<file path="src/rtl/gba_mem_arbiter.sv">
`default_nettype none
// ============================================================================
// Module   : gba_mem_arbiter
// Purpose  : Shares the single byte-wide SDRAM request port between the ROM
//            loader (writes), the GBA cart bus (ROM reads) and backup/save
//            RAM (reads and writes). Only one SDRAM transaction is in flight
//            at a time. One loader byte is buffered and hps_io is throttled
//            through ld_wait. A watchdog forces completion if the SDRAM
//            controller never answers.
// Ports    : clk_sys, reset_n (async, active-low)
//            loader : downloading, ld_wr, ld_addr, ld_data -> ld_wait
//            cart   : cart_req, cart_addr -> cart_ack, cart_dout
//            save   : sv_req, sv_we, sv_addr, sv_din -> sv_ack, sv_dout
//            sdram  : mem_req, mem_we, mem_addr, mem_din <- mem_ack, mem_dout
//            status : timeout_err (sticky until reset)
// Revision : 1.0 - initial release
// ============================================================================
module gba_mem_arbiter #(
    parameter int                ADDR_W    = 25,
    parameter logic [ADDR_W-1:0] SAVE_BASE = 25'h1F00000,
    parameter int                TIMEOUT   = 255
) (
    input  logic              clk_sys,
    input  logic              reset_n,
    // loader
    input  logic              downloading,
    input  logic              ld_wr,
    input  logic [ADDR_W-1:0] ld_addr,
    input  logic [7:0]        ld_data,
    output logic              ld_wait,
    // cart ROM read port
    input  logic              cart_req,
    input  logic [ADDR_W-1:0] cart_addr,
    output logic              cart_ack,
    output logic [7:0]        cart_dout,
    // save RAM port
    input  logic              sv_req,
    input  logic              sv_we,
    input  logic [ADDR_W-1:0] sv_addr,
    input  logic [7:0]        sv_din,
    output logic              sv_ack,
    output logic [7:0]        sv_dout,
    // sdram controller
    output logic              mem_req,
    output logic              mem_we,
    output logic [ADDR_W-1:0] mem_addr,
    output logic [7:0]        mem_din,
    input  logic              mem_ack,
    input  logic [7:0]        mem_dout,
    // status
    output logic              timeout_err
);

    typedef enum logic [1:0] {
        ST_IDLE = 2'd0,
        ST_WAIT = 2'd1,
        ST_DONE = 2'd2
    } state_t;

    typedef enum logic [1:0] {
        OWN_LD   = 2'd0,
        OWN_CART = 2'd1,
        OWN_SV   = 2'd2
    } owner_t;

    // Last WAIT cycle count before the watchdog forces completion.
    localparam logic [7:0] c_WD_LAST = 8'(TIMEOUT - 1);

    // ------------------------------------------------------------------------
    // State
    // ------------------------------------------------------------------------
    state_t              state_q,     state_d;
    owner_t              owner_q,     owner_d;
    logic                last_sv_q,   last_sv_d;   // 1 = sv served last among sv/cart
    logic                ld_full_q,   ld_full_d;
    logic [ADDR_W-1:0]   ld_addr_q,   ld_addr_d;
    logic [7:0]          ld_data_q,   ld_data_d;
    logic                mem_req_q,   mem_req_d;
    logic                mem_we_q,    mem_we_d;
    logic [ADDR_W-1:0]   mem_addr_q,  mem_addr_d;
    logic [7:0]          mem_din_q,   mem_din_d;
    logic                cart_ack_q,  cart_ack_d;
    logic [7:0]          cart_dout_q, cart_dout_d;
    logic                sv_ack_q,    sv_ack_d;
    logic [7:0]          sv_dout_q,   sv_dout_d;
    logic [7:0]          wd_cnt_q,    wd_cnt_d;
    logic                terr_q,      terr_d;

    // ------------------------------------------------------------------------
    // Arbitration helpers (only acted on in IDLE)
    // ------------------------------------------------------------------------
    logic                w_host_ok;
    logic                w_pick_sv;
    logic                w_pick_cart;
    logic [ADDR_W-1:0]   w_sv_mem_addr;
    logic                w_finish;
    logic [7:0]          w_rd_data;

    // The loader buffer always wins; cart/save are only eligible when the
    // loader does not own memory and its buffer is empty.
    assign w_host_ok     = !downloading && !ld_full_q;
    // On a tie the port served last yields.
    assign w_pick_sv     = w_host_ok && sv_req && (!cart_req || !last_sv_q);
    assign w_pick_cart   = w_host_ok && cart_req && !w_pick_sv;
    // Sum is evaluated at ADDR_W bits, so it wraps at the top of memory.
    assign w_sv_mem_addr = SAVE_BASE + sv_addr;

    // A real ack has precedence over a watchdog expiry in the same cycle.
    assign w_finish      = mem_ack || (wd_cnt_q == c_WD_LAST);
    assign w_rd_data     = mem_ack ? mem_dout : 8'hFF;

    // ------------------------------------------------------------------------
    // Next-state logic
    // ------------------------------------------------------------------------
    always_comb begin
        state_d     = state_q;
        owner_d     = owner_q;
        last_sv_d   = last_sv_q;
        ld_full_d   = ld_full_q;
        ld_addr_d   = ld_addr_q;
        ld_data_d   = ld_data_q;
        mem_req_d   = 1'b0;
        mem_we_d    = mem_we_q;
        mem_addr_d  = mem_addr_q;
        mem_din_d   = mem_din_q;
        cart_ack_d  = 1'b0;
        cart_dout_d = cart_dout_q;
        sv_ack_d    = 1'b0;
        sv_dout_d   = sv_dout_q;
        wd_cnt_d    = wd_cnt_q;
        terr_d      = terr_q;

        // Loader byte capture; a strobe while the buffer is full is dropped.
        if (ld_wr && !ld_full_q) begin
            ld_full_d = 1'b1;
            ld_addr_d = ld_addr;
            ld_data_d = ld_data;
        end

        case (state_q)
            ST_IDLE: begin
                if (ld_full_q) begin
                    owner_d    = OWN_LD;
                    mem_we_d   = 1'b1;
                    mem_addr_d = ld_addr_q;
                    mem_din_d  = ld_data_q;
                    mem_req_d  = 1'b1;
                    wd_cnt_d   = 8'd0;
                    state_d    = ST_WAIT;
                end else if (w_pick_sv) begin
                    owner_d    = OWN_SV;
                    last_sv_d  = 1'b1;
                    mem_we_d   = sv_we;
                    mem_addr_d = w_sv_mem_addr;
                    mem_din_d  = sv_din;
                    mem_req_d  = 1'b1;
                    wd_cnt_d   = 8'd0;
                    state_d    = ST_WAIT;
                end else if (w_pick_cart) begin
                    owner_d    = OWN_CART;
                    last_sv_d  = 1'b0;
                    mem_we_d   = 1'b0;
                    mem_addr_d = cart_addr;
                    mem_din_d  = 8'h00;
                    mem_req_d  = 1'b1;
                    wd_cnt_d   = 8'd0;
                    state_d    = ST_WAIT;
                end
            end

            ST_WAIT: begin
                if (w_finish) begin
                    state_d = ST_DONE;
                    if (!mem_ack) begin
                        terr_d = 1'b1;
                    end
                    // Acks are registered here so they are visible during DONE.
                    case (owner_q)
                        OWN_CART: begin
                            cart_ack_d  = 1'b1;
                            cart_dout_d = w_rd_data;
                        end
                        OWN_SV: begin
                            sv_ack_d = 1'b1;
                            if (!mem_we_q) begin
                                sv_dout_d = w_rd_data;
                            end
                        end
                        default: ;
                    endcase
                end else begin
                    wd_cnt_d = wd_cnt_q + 8'd1;
                end
            end

            ST_DONE: begin
                if (owner_q == OWN_LD) begin
                    ld_full_d = 1'b0;
                end
                state_d = ST_IDLE;
            end

            default: begin
                state_d = ST_IDLE;
            end
        endcase
    end

    // ------------------------------------------------------------------------
    // Registers
    // ------------------------------------------------------------------------
    always_ff @(posedge clk_sys or negedge reset_n) begin
        if (!reset_n) begin
            state_q     <= ST_IDLE;
            owner_q     <= OWN_LD;
            last_sv_q   <= 1'b0;       // cart counts as last served: sv wins first tie
            ld_full_q   <= 1'b0;
            ld_addr_q   <= '0;
            ld_data_q   <= 8'h00;
            mem_req_q   <= 1'b0;
            mem_we_q    <= 1'b0;
            mem_addr_q  <= '0;
            mem_din_q   <= 8'h00;
            cart_ack_q  <= 1'b0;
            cart_dout_q <= 8'h00;
            sv_ack_q    <= 1'b0;
            sv_dout_q   <= 8'h00;
            wd_cnt_q    <= 8'd0;
            terr_q      <= 1'b0;
        end else begin
            state_q     <= state_d;
            owner_q     <= owner_d;
            last_sv_q   <= last_sv_d;
            ld_full_q   <= ld_full_d;
            ld_addr_q   <= ld_addr_d;
            ld_data_q   <= ld_data_d;
            mem_req_q   <= mem_req_d;
            mem_we_q    <= mem_we_d;
            mem_addr_q  <= mem_addr_d;
            mem_din_q   <= mem_din_d;
            cart_ack_q  <= cart_ack_d;
            cart_dout_q <= cart_dout_d;
            sv_ack_q    <= sv_ack_d;
            sv_dout_q   <= sv_dout_d;
            wd_cnt_q    <= wd_cnt_d;
            terr_q      <= terr_d;
        end
    end

    // ------------------------------------------------------------------------
    // Outputs
    // ------------------------------------------------------------------------
    assign ld_wait     = ld_full_q;
    assign cart_ack    = cart_ack_q;
    assign cart_dout   = cart_dout_q;
    assign sv_ack      = sv_ack_q;
    assign sv_dout     = sv_dout_q;
    assign mem_req     = mem_req_q;
    assign mem_we      = mem_we_q;
    assign mem_addr    = mem_addr_q;
    assign mem_din     = mem_din_q;
    assign timeout_err = terr_q;

endmodule
`default_nettype wire

</file>
<file path="config.mk">
export PLATFORM = sky130hd
export DESIGN_NAME = gba_mem_arbiter
export DESIGN_NICKNAME = d
export VERILOG_FILES = /design/src/rtl/gba_mem_arbiter.sv
export SDC_FILE = /design/constraint.sdc
export NUM_CORES = 1
export LEC_CHECK = 0
export ABC_CLOCK_PERIOD_IN_PS = 1600
export BUFFER_PORTS_ARGS = -buffer_cell sky130_fd_sc_hd__buf_4
export CAP_MARGIN = 20
export CORE_ASPECT_RATIO = 0.9
export CORE_MARGIN = 10
export CORE_UTILIZATION = 50
export DETAILED_ROUTE_END_ITERATION = 6
export GPL_TIMING_DRIVEN = 0
export PLACE_DENSITY = 0.83
export SLEW_MARGIN = 20
export SYNTH_ARGS = -nofsm -noshare
export SYNTH_HDL_FRONTEND = slang
export SYNTH_SLANG_ARGS = --single-unit
</file>
<file path="constraint.sdc">
create_clock -name clk_sys -period 1.6 [get_ports clk_sys]
set_input_delay 0 -clock clk_sys [delete_from_list [all_inputs] [get_ports clk_sys]]
set_output_delay 0 -clock clk_sys [all_outputs]
set_load 0.005 [all_outputs]
</file>
==> summary.md, run 1 <==
| Metric | Value |
|---|---|
| Design area | 7080 µm² |
| Leak | 3.36 nW |
| Placed inst area | 5970 µm² |
| IO buf count | 160 |
| Initial antenna violation count | 1 |
| Share of cells above drive strength 1 | 38.0% |
| CTS tree | done |
| Peak supply drop | 0.859 mV |
| PnR worst setup slack | 0.0601 ns |
| Cell taking the most area after synthesis | dfrtp_1 |
| Final Power | 10.9 mW |
| Max cap viols | 0 |
| Clk Latency, worst-skew pair | 0.38 ns |
| Setup Crit Path Kind | reg2reg |
| Core area | 9040 µm² |
| Clk sinks | 101 |
| Slew Limit Fails | 0 |
| Nets@finish | 786 |
| Synth Flop Type | dfrtp_1 |
| Final setup fails | 0 |
| Synthesis warning total | 0 |
| Mapped Area | 4610 µm² |
| Fmax | 0.649 GHz |
| DRC | 0 |
| Sw Pwr | 4.04 mW |
| CTS Buf Count | 9 |
| Vias in the first global route | 4,769 |
| Fill cell count | 548 |
| Power per cell area | 1550 nW/µm² |
| Tmin final | 1.54 ns |
| Core Rows | 33 |
| Top Ports | 162 |
| CTS H-tree depth | 3 |
| Reg clk slew, reported paths | 0.10 ns |
| Fin crit share | 96.2% |
| Worst-Margin Slew | 0.904 ns |
| Synth top area share | 54.8% |
| Worst Reg-to-Reg Cells | 4 |
| Via-to-Cell Ratio | 5.68 |
| Die height | 111 µm |
| DRT Pass-1 Iters | 5 |
| Worst EP arrival | 1.85 ns |
| Comb power frac | 44.4% |
| Post-synth ARST share | 100% |
| Worst path max stage delay | 0.49 ns |
| Startpoint Class | register |
| Seq cells post-synth | 101 |
| Clk pwr share | 16.0% |
| Post-synth EDFFs | 0 |
| Die width | 121 µm |
| Pre-CTS setup slack | -0.202 ns |
| GRT overflow | 0 |
| Average size of a mapped cell | 10.9 µm² |
| Total Wirelength | 16,100 µm |
| Hold path depth | 3 |
| Skew final | 0.00838 ns |
| CP required | 1.91 ns |
| Routed via count | 4,566 |
| Status | finished, final reports clean |
| Fin Hold WS | 0.0193 ns |
| Area contributors post-synth | dfrtp_1, mux2_2, o21ai_0, a211oi_1, and3_1 |
| Crit path cell chain | nor3b_4 -> o211ai_2 -> or3_1 -> a21oi_1 |
| Distinct cell type count after synthesis | 45 |
| Flop pwr share | 39.6% |
| First DRT Iteration DRCs | 306 |
| HP Class | in2reg |
| Gpl congestion | 0.804 |
| CP endpoint kind | register |
| Syn nets | 532 |
| RSZ-0062 raised after global routing | true |
| Synth Instances | 422 |
| Die area | 13,500 µm² |
| Seq/Total Area, Yosys | 54.8% |
| Final hold violations | 0 |
| Area Overhead vs Synth | 53.5% |
| First-pass GRT wire length | 24,800 µm |
| CP Max Fanout | 5 |
| Per-cell routed wire length | 20.1 µm |
| GR Util All Layers | 22.8% |
| Initial core utilization | 51.0% |
| Switching Share | 36.9% |
| Largest net degree at the start of global routing | 102 |
| Int Pwr | 6.90 mW |
| Clock Tree Root | clkbuf_8 |
| Final antenna-violating net count | 0 |
| CP max stage cell | dfrtp_1 |
| Rel. slew slack | 39.7% |
| CTS max path bufs | 2 |
| DP HPWL | 10,200 µm |
## critical path: cells and delay by family (launching register included)
kind / cells / cell delay (ns)
AND/OR/NAND/NOR: 2 / 0.67
flip-flops: 1 / 0.49
AO/OA/AOI/OAI: 2 / 0.32
## power by group through the flow
stage	Sequential [mW]	Combinational [mW]	Clock (mW)
finish	4.33	4.85	1.75
global route	4.44	5.28	1.88
CTS	4.28	4.52	1.77
detailed placement	4.32	4.31	0
global placement	4.26	4.19	0
floorplan	4.24	2.36	0
## stage by stage
| stage | std cells | TNS [ns] | utilization, % |
|---|---|---|---|
| 2_1_floorplan | 422 | 0 | - |
| 3_3_place_gp | 704 | -3.08 | 66.0 |
| 3_5_place_dp | 704 | -5.46 | 66.0 |
| 4_1_cts | 796 | 0 | 77.0 |
| 5_1_grt | 804 | -0.454 | 78.3 |
| 6_report | 804 | 0 | 78.3 |
## what timing repair did
item                                   in CTS  in global routing
endpoints found under the hold margin     180                  0
pin swaps                                   3                  1
resized for setup                          12                 38
hold buffers                               72                  0
setup endpoints to repair                  62                 83
buffers inserted                            4                  7
## final timing paths
path	start	to	slack, ns
setup / recovery	state_q[0]$_DFFE_PN0P_	wd_cnt_q[7]$_DFFE_PN0P_	0.06
hold / removal	cart_addr[22]	mem_addr[22]$_DFFE_PN0P_	0.02
setup reg to reg	state_q[0]$_DFFE_PN0P_	wd_cnt_q[7]$_DFFE_PN0P_	0.06
hold reg to reg	timeout_err$_DFFE_PN0P_	timeout_err$_DFFE_PN0P_	0.49
max in group asynchronous	reset_n	ld_addr_q[16]$_DFFE_PN0P_	0.71
min in group asynchronous	reset_n	mem_addr[1]$_DFFE_PN0P_	0.27
## cell families (layout without fill, tap and decap cells)
family                   Yosys count  count (layout)  share of synthesized area [%]
adder cells (fa/ha/maj)            3               3                          0.814
buffers and inverters             37             296                           3.47
other                              0               1                              0
AND/OR/NAND/NOR                  112             112                           13.6
multiplexers                      33              33                           8.06
XOR/XNOR                           6               6                           1.14
flip-flops                       101             101                           54.8
AO/OA/AOI/OAI                    130             130                           18.2
## state kept, by name, indices dropped and copies added, names as in the netlist, 2 cells and up
signal	flops
mem_din	8
mem_addr	25
owner_q	2
sv_dout	8
wd_cnt_q	8
ld_addr_q	25
state_q	2
cart_dout	8
ld_data_q	8
## synthesized netlist by cell type (5+ instances only)
master and instances:
a31oi_1 8, nor2_1 11, and3_1 24, buf_2 10, dfrtp_1 101, nand2_1 34, mux2_2 33, a21oi_1 15
inv_1 5, a2bb2oi_1 14, clkbuf_1 16, nor2b_1 12, nand3_1 7, o21ai_0 48, a211oi_1 20, o21ai_1 7
and2_1 10
## layout make-up
class	instances	area [µm²]	area share [%]
timing repair buffer	243	2010	28.4
buffer	31	183	2.58
clock buffer	9	124	1.75
multi-input combinational	284	1970	27.8
antenna	1	2.50	0.0353
tap	122	153	2.16
clock inverter	7	92.6	1.31
sequential	101	2530	35.7
inverter	6	22.5	0.318
## metal layers
metal	up-vias	track usage (%)	wire length [µm]
met3	46	7.33	1500
met2	229	39.1	8200
li1	2030	-	-
met1	2261	25.3	5900
met4	0	9.69	534
met5	-	0	0
## cell usage in the layout, fill, tap and decap left out, types with 4 or more instances in the layout
master / netlist / routed
nand2_1: 34 / 33
clkbuf_2: 1 / 8
clkbuf_1: 16 / 8
a31oi_1: 8 / 8
o21ai_0: 48 / 39
nor2b_1: 12 / 12
inv_1: 5 / 4
clkbuf_8: 0 / 9
dfrtp_1: 101 / 101
nor2_1: 11 / 11
dlygate4sd3_1: 0 / 72
o211ai_1: 4 / 4
and3_1: 24 / 23
nand3_1: 7 / 6
o21ai_1: 7 / 15
a2bb2oi_1: 14 / 14
a211oi_1: 20 / 20
and2_1: 10 / 10
mux2_2: 33 / 33
buf_4: 2 / 177
a21oi_1: 15 / 14
Power figures use the tool's default switching activity.
==> run 2: changes to the inputs <==
--- a/config.mk
+++ b/config.mk
@@ -14,6 +14,7 @@
 export DETAILED_ROUTE_END_ITERATION = 6
 export GPL_TIMING_DRIVEN = 0
 export PLACE_DENSITY = 0.83
+export REMOVE_ABC_BUFFERS = 1
 export SLEW_MARGIN = 20
 export SYNTH_ARGS = -nofsm -noshare
 export SYNTH_HDL_FRONTEND = slang
==> run 2 against run 1 <==
Compared with the run above:
- the run now ends with negative setup slack left
- non-clock buffer count decreased by 16
- die area stayed put
- via count down 1.5%
- first-iteration DRC count is 37% higher
- sequential cell count stayed put
- total power rose by 5.7%
- hold slack got worse by 0.00088 ns
==> summary.md, run 2 (synthesis results as in run 1) <==
| Metric | Value |
|---|---|
| Status | complete, but fails checks |
| Failing checks | negative setup slack |
| Sw Pwr | 4.35 mW (+7.7%) |
| DRT Pass-1 Iters | 4 (-1) |
| Final antenna-violating net count | 0 (unchanged) |
| Via-to-Cell Ratio | 5.69 (+0.15%) |
| First-pass GRT wire length | 24,500 µm (-1.1%) |
| RSZ-0062 raised after global routing | true |
| Clk Latency, worst-skew pair | 0.38 ns (about the same) |
| Die area | 13,500 µm² (unchanged) |
| First DRT Iteration DRCs | 419 (+37%) |
| Die height | 111 µm (unchanged) |
| Setup tns final | -1.57 ns (-1.57 ns) |
| Slew Limit Fails | 0 (unchanged) |
| Crit. path cell count | 5 (+1) |
| Design area | 7330 µm² (+3.5%) |
| Peak supply drop | 0.779 mV (-9.3%) |
| Final Power | 11.6 mW (+5.7%) |
| DRC | 0 (unchanged) |
| Leak | 3.42 nW (+1.7%) |
| Startpoint Class | register |
| Initial antenna violation count | 1 (unchanged) |
| Share of cells above drive strength 1 | 40.1% (+2.1 points) |
| Initial core utilization | 51.0% (unchanged) |
| Per-cell routed wire length | 21.4 µm (+6.7%) |
| Clk sinks | 101 (unchanged) |
| Fin util | 81.0% (+2.7 points) |
| Rel. slew slack | 38.6% (-1.1 points) |
| Hold path depth | 4 (+1) |
| Vias in the first global route | 4,696 (-1.5%) |
| HP Class | in2reg |
| Met1 WL | 6630 µm (+12%) |
| Power per cell area | 1580 nW/µm² (+2.2%) |
| Met3 WL | 1250 µm (-17%) |
| DP HPWL | 9330 µm (-8.5%) |
| Gpl congestion | 0.802 (-0.30%) |
| Core area | 9040 µm² (unchanged) |
| Top Metal Used | met4 |
| Fin Hold WS | 0.0184 ns (-0.000882 ns) |
| Total Wirelength | 16,900 µm (+4.9%) |
| Fmax | 0.599 GHz (-7.7%) |
| Switching Share | 37.6% (+0.68 points) |
| Worst path bufs/invs | 3 (+3) |
| Flop pwr share | 37.8% (-1.8 points) |
| Clock Tree Root | clkbuf_8 |
| CTS Buf Count | 9 (unchanged) |
| Setup Crit Path Kind | reg2reg |
| Final hold violations | 0 (unchanged) |
| CP Max Fanout | 19 (+14) |
| Worst EP arrival | 1.93 ns (+0.08 ns) |
| Dpl cells | 677 (-3.8%) |
| Final Non-Filler Cells | 791 (-1.6%) |
| Gate family responsible for the most delay along the worst path | flip-flops |
| GR Util All Layers | 22.5% (-0.36 points) |
| Largest net degree at the start of global routing | 102 (unchanged) |
| PnR worst setup slack | -0.0682 ns (-0.128 ns) |
| Top Ports | 162 (unchanged) |
| CTS max path bufs | 2 (unchanged) |
| Fin crit share | 104% (+8.0 points) |
| Most common cell after layout, fill and taps aside | buf_4 |
| Nets@finish | 773 (-1.7%) |
| Final setup fails | 35 (+35) |
| CP max stage cell | dfrtp_4 |
| CTS H-tree depth | 3 (unchanged) |
| Worst path max stage delay | 0.53 ns (+0.04 ns) |
| Tmin final | 1.67 ns (+0.128 ns) |
| Pre-CTS setup slack | -1.84 ns (-1.64 ns) |
| Max cap viols | 0 (unchanged) |
| Reg clk slew, reported paths | 0.11 ns (about the same) |
| CTS tree | done |
| GRT overflow | 0 (unchanged) |
| CP required | 1.86 ns (-0.05 ns) |
| Routed via count | 4,499 (-1.5%) |
| DR WL met2 | 8510 µm (+3.8%) |
| Int Pwr | 7.22 mW (+4.6%) |
| Skew final | 0.0152 ns (+0.00681 ns) |
| Worst Reg-to-Reg Cells | 5 (+1) |
| Placed inst area | 5910 µm² (-0.98%) |
| Comb power frac | 48.2% (+3.8 points) |
| IO buf count | 161 (+0.63%) |
| Crit path cell chain | buf_6 -> buf_12 -> nor2b_4 -> buf_16 -> mux2_2 |
| Worst-Margin Slew | 0.920 ns (+0.0158 ns) |
| Clk pwr share | 13.9% (-2.1 points) |
| Most frequent cells in the layout | buf_4, dfrtp_1, dlygate4sd3_1 |
| Die width | 121 µm (unchanged) |
| Core Rows | 33 (unchanged) |
| CP endpoint kind | register |
| Area Overhead vs Synth | 58.8% |
==> run 2: changes by cell type in the layout (fill, tap and decap cells not counted), moves of 3 or more <==
cell | before | now
mux2_2 | 33 | 20
mux2_4 | 0 | 13
clkbuf_1 | 8 | 0
clkbuf_2 | 8 | 0
a2bb2oi_1 | 14 | 10
a2bb2oi_2 | 2 | 6
buf_4 | 177 | 173
nor2b_1 | 12 | 8
nor2b_4 | 0 | 4
buf_12 | 0 | 3
buf_2 | 3 | 0
clkbuf_4 | 3 | 0
==> run 2: area by class of cell <==
cell class,count,area (µm²)
antenna,1,2.50
clock buffer,10,138
clock inverter,6,52.6
fill,504,1720
inverter,6,52.6
multi-input combinational,285,2120
sequential,101,2530
tap,122,153
timing repair buffer,258,2250
timing repair inverter,2,23.8
==> run 2: path summary, 6_finish.rpt <==
check / startpoint / to / slack [ns]
max: ld_wait$_DFF_PN0_ / ld_data_q[4]$_DFFE_PN0P_ / -0.07
min: sv_addr[12] / mem_addr[12]$_DFFE_PN0P_ / 0.02
max reg2reg: ld_wait$_DFF_PN0_ / ld_data_q[4]$_DFFE_PN0P_ / -0.07
min reg2reg: mem_addr[10]$_DFFE_PN0P_ / mem_addr[10]$_DFFE_PN0P_ / 0.49
max in group asynchronous: reset_n / ld_wait$_DFF_PN0_ / 0.63
min in group asynchronous: reset_n / mem_req$_DFF_PN0_ / 0.26
==> run 2: routing by layer <==
layer | GRT usage [%] | up-vias
met4 | 8.98 | 0
met5 | 0 | -
met2 | 37.7 | 223
li1 | - | 2008
met3 | 7.23 | 45
met1 | 25.8 | 2223
==> run 2: timing repair <==
action / 4_1_cts / 5_1_grt
pin swaps: 2 / 4
hold endpoints to repair: 181 / 0
setup endpoints to repair: 97 / 49
cloned: 1 / 4
hold buffers: 73 / 0
gates resized for setup: 20 / 41
setup buffers: 10 / 9
==> run 2: worst register-to-register path: cells and delay by family, from the launching register on <==
| family | cells | cell delay (ns) |
|---|---|---|
| buf+inv | 3 | 0.45 |
| mux | 1 | 0.35 |
| flops | 1 | 0.53 |
| simple gates | 1 | 0.22 |
==> run 2: power by group through the flow <==
| stage | logic, mW | clock network [mW] | registers (mW) |
|---|---|---|---|
| after floorplan | 2.12 | 0 | 4.32 |
| after global placement | 3.90 | 0 | 4.38 |
| after detailed placement | 4.12 | 0 | 4.46 |
| after CTS | 4.80 | 1.62 | 4.30 |
| after global routing | 5.98 | 1.74 | 4.52 |
| final | 5.58 | 1.61 | 4.38 |
==> run 3: changes to the inputs <==
--- a/config.mk
+++ b/config.mk
@@ -5,14 +5,14 @@
 export SDC_FILE = /design/constraint.sdc
 export NUM_CORES = 1
 export LEC_CHECK = 0
+export ABC_AREA = 1
 export ABC_CLOCK_PERIOD_IN_PS = 1600
 export BUFFER_PORTS_ARGS = -buffer_cell sky130_fd_sc_hd__buf_4
 export CAP_MARGIN = 20
 export CORE_ASPECT_RATIO = 0.9
 export CORE_MARGIN = 10
-export CORE_UTILIZATION = 50
+export CORE_UTILIZATION = 51
 export DETAILED_ROUTE_END_ITERATION = 6
-export GPL_TIMING_DRIVEN = 0
 export PLACE_DENSITY = 0.83
 export REMOVE_ABC_BUFFERS = 1
 export SLEW_MARGIN = 20
==> run 3 against run 2 <==
Compared with the run above:
- the flow now finishes without violations
- worst setup slack gained 0.16 ns
- clock power is essentially flat
- design area shrank 1.1%
- hold slack gained 0.0029 ns
- non-clock buffer count grew 1
- largest cell class unchanged
- highest routed layer unchanged
==> summary.md, run 3 <==
| Metric | Value |
|---|---|
| Hold wc startpoint | cart_addr[24] |
| Seq/Total Area, Yosys | 51.5% (-3.3 points) |
| Top Ports | 162 (unchanged) |
| Final setup fails | 0 (-100%) |
| Distinct cell type count after synthesis | 32 (-29%) |
| Routed via count | 5,196 (+15%) |
| CTS Buf Count | 9 (unchanged) |
| ANT cells | 0 (-1) |
| DRC | 0 (unchanged) |
| Met3 Track Usage GR | 8.10% (+0.87 points) |
| Worst Reg-to-Reg Cells | 6 (+1) |
| Worst path max stage delay | 0.39 ns (-0.14 ns) |
| Gpl congestion | 0.844 (+5.3%) |
| Mapped Area | 4910 µm² (+6.4%) |
| Max cap viols | 0 (unchanged) |
| Setup Crit Path Kind | reg2reg |
| CP required | 1.85 ns (about the same) |
| Synth top area share | 51.5% (-3.3 points) |
| Tmin final | 1.51 ns (-0.155 ns) |
| Clk Latency, worst-skew pair | 0.36 ns (-0.02 ns) |
| Final Power | 10.9 mW (-5.5%) |
| Met1 Usage GRT | 26.7% (+0.95 points) |
| Die width | 123 µm (+1.8%) |
| Design area | 7250 µm² (-1.1%) |
| Met2 usage | 38.4% (+0.72 points) |
| Die area | 14,000 µm² (+3.5%) |
| CP endpoint kind | register |
| Synthesis warning total | 0 (unchanged) |
| CTS max path bufs | 2 (unchanged) |
| Synth Instances | 583 (+38%) |
| Synth Flop Type | dfrtp_1 |
| Worst reg2reg startpoint | state_q[1]$_DFFE_PN0P_ |
| RSZ-0062 raised after global routing | false |
| Startpoint Class | register |
| Seq cells post-synth | 101 (unchanged) |
| Average size of a mapped cell | 8.42 µm² (-23%) |
| Initial antenna violation count | 0 (-1) |
| Peak supply drop | 0.833 mV (+6.9%) |
| Area contributors post-synth | dfrtp_1, nand2_1, nand3_1, nor2_1, inv_1 |
| R2R Path End | cart_dout[4]$_DFFE_PN0P_ |
| Worst-Margin Slew | 0.546 ns (-0.375 ns) |
| Worst EP arrival | 1.76 ns (-0.17 ns) |
| Nets@finish | 931 (+20%) |
| Clk sinks | 101 (unchanged) |
| Setup crit start | state_q[1]$_DFFE_PN0P_ |
| Worst setup path endpoint | cart_dout[4]$_DFFE_PN0P_ |
| CP max stage cell | dfrtp_1 |
| Clock Tree Root | clkbuf_8 |
| R2R Setup Slk | 0.09 ns (+0.16 ns) |
| First DRT Iteration DRCs | 407 (-2.9%) |
| Fin crit share | 94.6% (-9.7 points) |
| HP Class | in2reg |
| Rel. slew slack | 63.6% (+25 points) |
| Final antenna-violating net count | 0 (unchanged) |
| First-pass GRT wire length | 26,600 µm (+8.5%) |
| GR Util All Layers | 23.6% (+1.2 points) |
| Fin Hold WS | 0.0213 ns (+0.00291 ns) |
| Most instantiated cells after synthesis | nand2_1, dfrtp_1, nand3_1 |
| Crit path cell chain | inv_1 -> nand2_2 -> nor3_1 -> nand2_4 -> nand2_1 -> o21ai_1 |
| Final Non-Filler Cells | 948 (+20%) |
| Per-cell routed wire length | 17.8 µm (-17%) |
| Core area | 9250 µm² (+2.3%) |
| IO buf count | 161 (unchanged) |
| Die height | 113 µm (+1.7%) |
| CP Max Fanout | 17 (-2) |
| Most frequent cells in the layout | buf_4, nand2_1, dfrtp_1 |
| Most numerous cell in the Yosys netlist | nand2_1 |
| Placed inst area | 6260 µm² (+6.0%) |
| Status | finished, final reports clean |
| Post-synth ARST share | 100% (unchanged) |
| Core Rows | 33 (unchanged) |
| Area Overhead vs Synth | 47.7% |
| Final hold violations | 0 (unchanged) |
| CTS H-tree depth | 3 (unchanged) |
| Slew Limit Fails | 0 (unchanged) |
| Fmax | 0.661 GHz (+10%) |
| Cell taking the most area after synthesis | dfrtp_1 |
| Post-synth EDFFs | 0 (unchanged) |
| Dpl cells | 857 (+27%) |
| DP HPWL | 11,100 µm (+19%) |
| Total Wirelength | 16,800 µm (-0.54%) |
| Initial core utilization | 53.1% (+2.0 points) |
| GRT overflow | 0 (unchanged) |
| Setup tns final | 0 ns (+1.57 ns) |
| CTS tree | done |
| Vias in the first global route | 5,494 (+17%) |
| DRT Pass-1 Iters | 6 (+2) |
| Reg clk slew, reported paths | 0.09 ns (-0.02 ns) |
| Leak | 3.70 nW (+8.2%) |
| Fill cell count | 593 (+18%) |
| Most used routing layer | met2 |
| Power per cell area | 1510 nW/µm² (-4.5%) |
| Largest net degree at the start of global routing | 45 (-56%) |
| Share of cells above drive strength 1 | 28.9% (-11 points) |
| Most common cell after layout, fill and taps aside | buf_4 |
| Via-to-Cell Ratio | 5.48 (-3.6%) |
| Skew final | 0.00471 ns (-0.0105 ns) |
-- run 3: cell count changes after synthesis, moves of 24 or more --
cell	change
nand2_1	+126
nand3_1	+80
o21ai_0	-45
nor2_1	+38
inv_1	+37
and3_1	-24
-- run 3: metrics by stage --
| step | worst slack (ns) | utilization, % |
|---|---|---|
| final | 0.0868 | 78.3 |
| after CTS | 0.0139 | 77.7 |
| after global routing | 0.0101 | 78.3 |
| after floorplan | -0.752 | - |
| after global placement | 0.108 | 67.7 |
| after detailed placement | 0.00481 | 67.7 |
-- run 3: final cells by class --
| cell class | instances | area [µm²] | share of cell area, % |
|---|---|---|---|
| well taps | 122 | 153 | 2.11 |
| repair buffers | 259 | 2150 | 29.7 |
| clock inverters | 6 | 63.8 | 0.881 |
| flip-flops and latches | 101 | 2530 | 34.9 |
| inverters | 44 | 180 | 2.49 |
| clock buffers | 10 | 128 | 1.76 |
| multi-input cells | 406 | 2040 | 28.2 |
-- run 3: worst min path at each step --
stage / end / slack, ns / cells after the start
finish: mem_addr[24]$_DFFE_PN0P_ / 0.02 / 5
global route: mem_addr[6]$_DFFE_PN0P_ / 0.006 / 5
CTS: mem_addr[24]$_DFFE_PN0P_ / 0.001 / 5
detailed placement: wd_cnt_q[1]$_DFFE_PN0P_ / 0.02 / 1
global placement: cart_ack$_DFF_PN0_ / 0.02 / 1
floorplan: cart_ack$_DFF_PN0_ / -0.30 / 0
-- run 3: logic make-up after synthesis --
logic type / after synthesis / share of synthesized area [%]
adders and majority gates: 3 / 0.765
AOI/OAI and AO/OA: 51 / 5.99
buffers and inverters: 77 / 7.52
DFF: 101 / 51.5
muxes: 11 / 2.52
and+or+nand+nor: 336 / 31.0
xor gates and xnor gates: 4 / 0.714
-- run 3: what timing repair did --
item | in CTS | in global routing
endpoints found under the hold margin | 118 | 0
cloned | 0 | 1
hold buffers | 73 | 0
setup buffers | 0 | 1
pin swaps | 0 | 1
resized for setup | 1 | 9
setup endpoints to repair | 5 | 59
-- run 3: worst max-delay path, delay by kind of cell, from the launching register on --
kind | cells | cell delay [ns]
AOI/OAI and AO/OA | 1 | 0.06
buffers and inverters | 1 | 0.09
DFF | 1 | 0.39
and+or+nand+nor | 4 | 0.87
-- run 3: report_power, final --
part	leakage (nW)	total, mW	switching (mW)	internal, mW
Clock	0.0923	1.60	0.883	0.722
Combinational	2.38	5.03	2.77	2.25
Sequential	1.22	4.30	0.633	3.66
Total	3.70	10.9	4.29	6.64
-- run 3: routing by layer --
metal	vias to the layer above	share of wire, %
met4	0	4.3
met3	71	9.7
li1	2376	-
met2	340	48
met1	2409	38
met5	-	0
